<file path="src/rtl/heat_grid_pkg.sv">
// Shared types and constants for the heat-grid column sweep scheduler.
// State encoding, default widths, init slack and watchdog limit.
package heat_grid_pkg;

  localparam int NCOLS_D     = 32;
  localparam int ROW_BITS_D  = 8;
  localparam int ITER_BITS_D = 16;
  localparam int INIT_SLACK  = 4;

  localparam logic [15:0] WD_LIMIT = 16'hFFFF;

  typedef enum logic [2:0] {
    S_INIT,
    S_IDLE,
    S_ISSUE,
    S_SETTLE,
    S_WAIT,
    S_ADVANCE
  } sweep_state_t;

endpackage

</file>
<file path="src/rtl/flag_all_reduce.sv">
// Registered AND-reduction of the per-column flags (1-cycle latency).
// Keeps the wide reduction off the scheduler FSM path.
module flag_all_reduce #(
  parameter int NCOLS = 32
) (
  input  logic             clk,
  input  logic             reset,
  input  logic [NCOLS-1:0] i_flags,
  output logic             o_all
);

  logic r_all;

  always_ff @(posedge clk) begin
    if (reset) r_all <= 1'b0;
    else       r_all <= &i_flags;
  end

  assign o_all = r_all;

endmodule

</file>
<file path="src/rtl/column_sweep_scheduler.sv">
// Broadcasts lockstep row-step start pulses to the column engines.
// Optional stall watchdog: define COLUMN_STALL_WATCHDOG_EN.
module column_sweep_scheduler
  import heat_grid_pkg::*;
#(
  parameter int NCOLS     = NCOLS_D,
  parameter int ROW_BITS  = ROW_BITS_D,
  parameter int ITER_BITS = ITER_BITS_D
) (
  input  logic                 clk,
  input  logic                 reset,
  input  logic [ROW_BITS-1:0]  height,
  input  logic [NCOLS-1:0]     flags,
  input  logic                 run,
  input  logic                 step,
  input  logic [ITER_BITS-1:0] iter_limit,
  output logic                 start,
  output logic [ROW_BITS-1:0]  row_idx,
  output logic [ITER_BITS-1:0] sweep_cnt,
  output logic                 sweep_done,
  output logic                 busy,
  output logic                 done
`ifdef COLUMN_STALL_WATCHDOG_EN
 ,output logic                 stall,
  output logic [$clog2(NCOLS)-1:0] stall_col
`endif
);

  localparam int CTR_W = ROW_BITS + 2;

  sweep_state_t         r_state;
  logic [ROW_BITS-1:0]  r_h;
  logic [ROW_BITS-1:0]  r_row;
  logic [CTR_W-1:0]     r_init;
  logic [ITER_BITS-1:0] r_cnt;
  logic                 r_start;
  logic                 r_sweep_done;
  logic                 r_busy;
  logic                 r_done;
  logic                 r_step_mode;

  logic                 w_all;
  logic                 w_halt;
  logic                 w_go;
  logic                 w_hit;
  logic [CTR_W-1:0]     w_init_load;
  logic [ITER_BITS-1:0] w_cnt_nxt;

  flag_all_reduce #(
    .NCOLS (NCOLS)
  ) u_reduce (
    .clk     (clk),
    .reset   (reset),
    .i_flags (flags),
    .o_all   (w_all)
  );

  // two cycles per row for memory init, plus fixed slack
  assign w_init_load = (CTR_W'(height) + CTR_W'(1)) * CTR_W'(2)
                     + CTR_W'(INIT_SLACK);

  assign w_cnt_nxt = (&r_cnt) ? r_cnt : r_cnt + ITER_BITS'(1);
  assign w_hit     = (iter_limit != '0) && (w_cnt_nxt == iter_limit);
  assign w_go      = !r_done && !w_halt && w_all && (run || step);

`ifdef COLUMN_STALL_WATCHDOG_EN
  logic [15:0]              r_wd;
  logic                     r_stall;
  logic [$clog2(NCOLS)-1:0] r_stall_col;
  logic [$clog2(NCOLS)-1:0] w_first_zero;

  always_comb begin
    w_first_zero = '0;
    for (int i = NCOLS - 1; i >= 0; i--) begin
      if (!flags[i]) w_first_zero = $clog2(NCOLS)'(i);
    end
  end

  assign w_halt    = r_stall;
  assign stall     = r_stall;
  assign stall_col = r_stall_col;
`else
  assign w_halt = 1'b0;
`endif

  always_ff @(posedge clk) begin
    if (reset) begin
      r_state      <= S_INIT;
      r_h          <= height;
      r_init       <= w_init_load;
      r_row        <= '0;
      r_cnt        <= '0;
      r_start      <= 1'b0;
      r_sweep_done <= 1'b0;
      r_busy       <= 1'b0;
      r_done       <= 1'b0;
      r_step_mode  <= 1'b0;
`ifdef COLUMN_STALL_WATCHDOG_EN
      r_wd         <= '0;
      r_stall      <= 1'b0;
      r_stall_col  <= '0;
`endif
    end else begin
      r_start      <= 1'b0;
      r_sweep_done <= 1'b0;
      unique case (r_state)
        S_INIT: begin
          if (r_init == '0) r_state <= S_IDLE;
          else              r_init  <= r_init - CTR_W'(1);
        end
        S_IDLE: begin
          if (w_go) begin
            r_state     <= S_ISSUE;
            r_start     <= 1'b1;
            r_busy      <= 1'b1;
            r_step_mode <= !run;
          end
        end
        S_ISSUE: r_state <= S_SETTLE;
        // columns clear their flags on the edge after start
        S_SETTLE: begin
          r_state <= S_WAIT;
`ifdef COLUMN_STALL_WATCHDOG_EN
          r_wd    <= '0;
`endif
        end
        S_WAIT: begin
          if (w_all) begin
            r_state <= S_ADVANCE;
            r_busy  <= 1'b0;
          end
`ifdef COLUMN_STALL_WATCHDOG_EN
          else if (r_wd == WD_LIMIT) begin
            r_state     <= S_IDLE;
            r_busy      <= 1'b0;
            r_stall     <= 1'b1;
            r_stall_col <= w_first_zero;
          end else begin
            r_wd <= r_wd + 16'd1;
          end
`endif
        end
        S_ADVANCE: begin
          if (r_row != r_h) begin
            r_row   <= r_row + ROW_BITS'(1);
            r_state <= S_ISSUE;
            r_start <= 1'b1;
            r_busy  <= 1'b1;
          end else begin
            r_row        <= '0;
            r_cnt        <= w_cnt_nxt;
            r_sweep_done <= 1'b1;
            if (w_hit) begin
              r_done  <= 1'b1;
              r_state <= S_IDLE;
            end else if (r_step_mode) begin
              r_step_mode <= 1'b0;
              r_state     <= S_IDLE;
            end else if (run) begin
              r_state <= S_ISSUE;
              r_start <= 1'b1;
              r_busy  <= 1'b1;
            end else begin
              r_state <= S_IDLE;
            end
          end
        end
        default: r_state <= S_INIT;
      endcase
    end
  end

  assign start      = r_start;
  assign row_idx    = r_row;
  assign sweep_cnt  = r_cnt;
  assign sweep_done = r_sweep_done;
  assign busy       = r_busy;
  assign done       = r_done;

endmodule

</file>
<file path="config.mk">
export PLATFORM = sky130hd
export DESIGN_NAME = column_sweep_scheduler
export DESIGN_NICKNAME = d
export VERILOG_FILES = /design/src/rtl/heat_grid_pkg.sv /design/src/rtl/flag_all_reduce.sv /design/src/rtl/column_sweep_scheduler.sv
export SDC_FILE = /design/constraint.sdc
export NUM_CORES = 1
export LEC_CHECK = 0
export CORE_MARGIN = 2
export CORE_UTILIZATION = 30
export DETAILED_ROUTE_END_ITERATION = 10
export PLACE_DENSITY = 0.64
export SYNTH_ARGS = -nofsm -noshare
export SYNTH_HDL_FRONTEND = slang
export SYNTH_SLANG_ARGS = --single-unit
</file>
<file path="constraint.sdc">
create_clock -name clk -period 2.9 [get_ports clk]
set_input_delay 0.87 -clock clk [delete_from_list [all_inputs] [get_ports clk]]
set_output_delay 0.87 -clock clk [all_outputs]
set_load 0.05 [all_outputs]
</file>
==> results.cfg <==
[job]
maxCapViolCount = 0

[timing]
fin_crit_ns = 2.704
maxSlewViolCount = 0
maxClockFrequency_mhz = 369.8
timing.final.crit_share = 0.9326
hold_viol = 0
setup_viol = 0
slew_headroom = 0.6507
tightest_slew_ns = 0.5223
rsz0062_at_grt = no
hold_slack_ns = 0.4751
fin_skew_ns = 0.006779

[clock_network]
clk-insertion-delay-late_ns = 0.28
htreeDepth = 2
cts_tree = built
cts.sinks = 51
cts_buffers = 5
clk_pin_slew_ns = 0.06
cts_setup_buffers = 0
postCtsHoldBufs = 0
cts_root_buf = clkbuf_16
ctsLongestPathBuffers = 2

[pwr]
ir_drop_mv = 0.2909
pwr_density_cell_nw_per_um2 = 390.8
total_power_uw = 1898
power.leakage_uw = 0.001736

[critical_path]
cp.arrival_ns = 2.90
cp.required_ns = 3.10
cp-start-kind = flop
cp_max_fo = 6
rrSetupSlack_ns = 0.20
crit_path_start = sweep_cnt[11]
critical_path_class = flop to flop
timing.critical_path.to_type = flop
r2r-start = sweep_cnt[11]

[grt]
grt_usage = 0.1627
grt_antenna_before_repair = 0
overflow = 0
grt_pass1_wl_um = 16460
grt_pass1_vias = 3363
grt_max_degree = 28

[run_status]
status = complete, no violations

[synth]
yosysMostFrequentCell = nor2_1
yosys-top-cells-count = nor2_1 (54), nand2_1 (38), dfxtp_1 (33), xor2_1 (30), xnor2_1 (26)
synth_edf_count = 18
synthCells = 413
synthFlopType = dfxtp_1
syn-cell-area_um2 = 3440
netlist_top_cells_area = dfxtp_1 (19%), edfxtp_1 (16%), xor2_1 (7.6%)
yosysTopAreaCellShare = 0.1921
syn_nets = 478
ys_ff_latch = 51
async_reset_ff_frac = 0
yosys.area.top_type = dfxtp_1
yosysUniqueCellTypes = 63
yosysWarningCount = 0
syn_avg_cell_area_um2 = 8.328
ys_seq_area_frac = 0.3492

[route]
wl_met1_um = 4452
totalWireLength_um = 10200
firstDrtPassIters = 5
dr_wl_met2_um = 5099
wl_per_cell_um = 15.18
drtAntennaViolNets = 0
routed_via_density = 5.228
dr.first_iter.drc_count = 244
vias = 3513
top_layer_used = met4
drc = 0
wl_met3_um = 564

[die]
die-area_um2 = 12340
ioPinCount = 88
rows = 39
fp.dieW_um = 111.1
initial_core_util = 0.3038
coreArea_um2 = 11320
die_h_um = 111.1

[min_path]
worstHoldPathType = flop to flop
hp-start = done

[finish]
nets = 593
fin_area_um2 = 4857
syn2layout_area_growth_pct = 41.22
antennaDiodeCount = 0
drive_gt1_frac = 0.1285

[placement]
placed_area_um2 = 4697
portBuffers = 87
dp_hpwl_um = 8232
gp_congestion = 0.9469
through the flow:
step	setup slack (ns)	setup TNS (ns)	util	cells
2_1_floorplan	0.04833	0	-	413
3_3_place_gp	-0.04847	-0.1594	0.4149	664
3_5_place_dp	-0.07294	-0.2504	0.4149	664
4_1_cts	0.1788	0	0.4277	672
5_1_grt	0.0009295	0	0.4290	672
6_report	0.1956	0	0.4290	672
flip-flops by register name, summed over array words and instances, names as in the netlist:
signal          cells
r_h                 8
sweep_done          1
r_step_mode         1
done                1
start               1
r_init             10
r_state             3
row_idx             8
busy                1
u_reduce.o_all      1
sweep_cnt          16
where the power goes:
part	total [uW]	internal, uW	leakage [uW]	switching, uW
clock	574	318	0.0000674	256
sequential	913	842	0.000454	71.1
combinational	411	222	0.00121	189
logic make-up after synthesis:
family                   after synthesis  synth area share
adder cells (fa/ha/maj)                5           0.01819
AND/OR/NAND/NOR                      198            0.3045
XOR/XNOR                              56            0.1426
multiplexers                           4           0.01200
flip-flops                            51            0.3492
buffers and inverters                 27           0.03819
AO/OA/AOI/OAI                         72            0.1353
cells in the final DEF (no fill, tap or decap), types with 4 or more instances in the layout:
cell type        netlist  routed
a21o_1                 5       5
a21oi_1               19      19
a311oi_1               4       4
and2_1                 5       5
and3_1                 6       6
buf_4                  2      43
clkbuf_16              0       5
clkdlybuf4s50_1        0      86
dfxtp_1               33      31
edfxtp_1              18      18
ha_1                   5       5
inv_1                  5       5
nand2_1               38      38
nand3_1               17      17
nand3b_1               4       4
nand4_1               18      18
nor2_1                54      54
nor3_1                11      10
nor4_1                 7       7
o21ai_0               22      22
or3_1                  9       9
xnor2_1               26      26
xor2_1                30      30
critical path, stage by stage, from the launching register on:
cell and delay (ns):
dfxtp_1 0.47, nand4_1 0.22, or2_1 0.35, nor3_2 0.26, o21ai_0 0.12, a311oi_1 0.30
a41oi_1 0.16, or3_1 0.46, a221oi_2 0.27
path summary, 6_finish.rpt:
path | to | cells past startpoint
worst min-delay path | done | 2
worst max-delay path | r_step_mode | 8
worst max register to register | r_step_mode | 8
worst min register to register | done | 2
layer usage:
metal  track usage  up-vias
met5             0        -
met4       0.03621        0
met3       0.02679        6
met2        0.2843      112
met1        0.2117     1666
li1              -     1729
area by class of cell:
class,instances,area [um^2]
multi-input cells,335,2122
clock buffers,5,125.1
repair buffers,130,1189
inverters,5,18.77
clock inverters,3,20.02
fillers,1143,6464
well taps,143,178.9
flip-flops and latches,51,1204
what timing repair did:
action	CTS	global route
setup endpoints to repair	0	3
resized for setup	0	3
hold endpoints to repair	0	0
No activity file was read; power rests on OpenSTA's default activity.
==> edit: new RTL, same flow settings <==
Add a define of `COLUMN_STALL_WATCHDOG_EN`.
--- a/src/rtl/column_sweep_scheduler.sv
+++ b/src/rtl/column_sweep_scheduler.sv
@@ -1,5 +1,7 @@
 // Broadcasts lockstep row-step start pulses to the column engines.
 // Optional stall watchdog: define COLUMN_STALL_WATCHDOG_EN.
+`define COLUMN_STALL_WATCHDOG_EN
+
 module column_sweep_scheduler
   import heat_grid_pkg::*;
 #(
Behaviour (old outputs only; new: stall and stall_col): no difference found for any inputs over 10 cycles, from zero or initial values and one cycle with reset high; that may be too few to reach the edited logic, so the function may still have changed.
==> edit against the original RTL <==
- setup slack lost 0.058 ns
- cell count grew 26%
- sequential cell count grew 22
- critical path depth grew 2
- global-route usage shrank 1.2 points
- die area grew 31%
- synthesized area grew 32%
- design area grew 26%
- utilization shrank 2.3 points
- power grew 45%
- worst hold slack is essentially flat
- routed wire length grew 18%
==> edit: results (changes against the original RTL) <==
Vias per Instance -> 5.15 (-1.4%)
leakage power -> 2.15 nW (+24%)
grt met2 use -> 27.5% (-0.97 points)
Worst-Skew Late Latency -> 0.33 ns (+0.05 ns)
Worst path max stage delay -> 0.49 ns (+0.02 ns)
library cells used by synthesis -> 61 (-3.2%)
mux share of post-synthesis cell area -> 1.98% (+0.78 points)
vias in the first global route -> 4341 (+29%)
Synth Net Count -> 607 (+27%)
Area contributors post-synth -> dfxtp_1 (24%), edfxtp_1 (12%), xor2_1 (7.1%), xnor2_1 (6.9%), nor2_1 (6.0%)
CP Max Fanout -> 6 (unchanged)
Clock Skew -> 0.00794 ns (+0.00116 ns)
Crit-path slowest cell -> or4_4
largest net degree at the start of global routing -> 26 (-7.1%)
sequential share of the synthesized area -> 36.1% (+1.2 points)
Post-synth EDFFs -> 18 (unchanged)
WP data arrival -> 2.98 ns (+0.08 ns)
Final nets -> 723 (+22%)
Total Wirelength -> 12000 microns (+18%)
first-pass GRT wire length -> 20000 microns (+22%)
Tot GR Track Use -> 15.1% (-1.2 points)
peak supply drop -> 0.290 mV (-0.15%)
Post-synth top cells -> nor2_1 (73), dfxtp_1 (55), xor2_1 (37)
routability cong. -> 0.860 (-9.1%)
CTS H-Tree Depth -> 3 (+1)
drt pass-1 iters -> 4 (-1)
CTS buffer count -> 9 (+4)
switch share -> 28.1% (+0.97 points)
Area after DPL -> 5830 sq um (+24%)
outcome -> finished, final reports clean
Detail Placement HPWL -> 9290 microns (+13%)
CP startpoint -> sweep_cnt[1]$_SDFFE_PP0P_
adder-cell share of the synthesized area -> 1.65% (-0.17 points)
port buffer count -> 93 (+6.9%)
Post-Synthesis Cells -> 541 (+31%)
Post-Synth XOR/XNOR Area -> 14.1% (-0.21 points)
clk slew on worst S/H paths -> 0.06 ns (about the same)
post-place setup slack -> -0.0514 ns (+0.0216 ns)
via count -> 4380 (+25%)
share of layout cells above drive strength 1 -> 10.6% (-2.3 points)
worst hold start -> stall_col[0]$_SDFFE_PP0P_
Compound-Gate Fraction of Synth Area -> 12.8% (-0.72 points)
met3 GRT Util -> 3.73% (+1.0 points)
Slew @ Worst Pin -> 0.544 ns (+0.0214 ns)
placed cells -> 834 (+26%)
top cell type's share of synthesized area -> 24.2% (+5.0 points)
DRT iter0 DRCs -> 203 (-17%)
maximum buffer depth of the clock tree -> 2 (unchanged)
routing usage on met1 -> 17.2% (-4.0 points)
## edit: cell count changes in the layout (fill, tap and decap cells not counted), sizes merged, moves of 8 or more
cell | before | now
xnor2 | 26 | 36
nand2b | 2 | 13
nor2 | 54 | 73
dfxtp | 33 | 55
a21oi | 19 | 34
buf | 44 | 36
nand4 | 18 | 31
inv | 5 | 16
## edit: layout make-up
| type | instances | area, sq um |
|---|---|---|
| Tap cell | 188 | 235 |
| Clock buffer | 9 | 225 |
| Inverter | 15 | 56.3 |
| Fill cell | 1515 | 8920 |
| Sequential cell | 73 | 1640 |
| Timing Repair Buffer | 128 | 1190 |
| Clock inverter | 7 | 46.3 |
| Multi-Input combinational cell | 430 | 2720 |
## edit: kinds of logic after synthesis
group / count (synthesis)
and+or+nand+nor: 250
AOI/OAI and AO/OA: 92
xor gates and xnor gates: 73
adders and majority gates: 6
muxes: 9
DFF: 73
buffers and inverters: 38
## edit: final timing paths
check	endpoint	slack, ns	cells past startpoint
max	busy$_SDFFE_PP0P_	0.14	10
min	stall_col[0]$_SDFFE_PP0P_	0.48	2
max reg2reg	busy$_SDFFE_PP0P_	0.14	10
min reg2reg	stall_col[0]$_SDFFE_PP0P_	0.48	2
## edit: per-layer routing
layer  wire (microns)  vias to the layer above
li1                 -                     2188
met1             5230                     2080
met2             6090                       92
met3              410                       20
met4              278                        0
met5                0                        -
## edit: worst reg2reg max path, cell delays in order, from the launching register on
cell      delay (ns)
dfxtp_2         0.37
ha_1            0.20
nand4_2         0.14
buf_4           0.18
or4_4           0.49
mux2i_2         0.24
xnor2_1         0.09
nor4_1          0.28
and4b_2         0.35
a311oi_2        0.12
o21bai_1        0.17
## edit: power groups by stage
stage / logic [mW] / clock network, mW / registers, mW
after floorplan: 0.325 / 0 / 1.24
after global placement: 0.487 / 0 / 1.25
after detailed placement: 0.515 / 0 / 1.26
after CTS: 0.519 / 1.03 / 1.24
after global routing: 0.576 / 1.07 / 1.25
final: 0.516 / 1.00 / 1.24
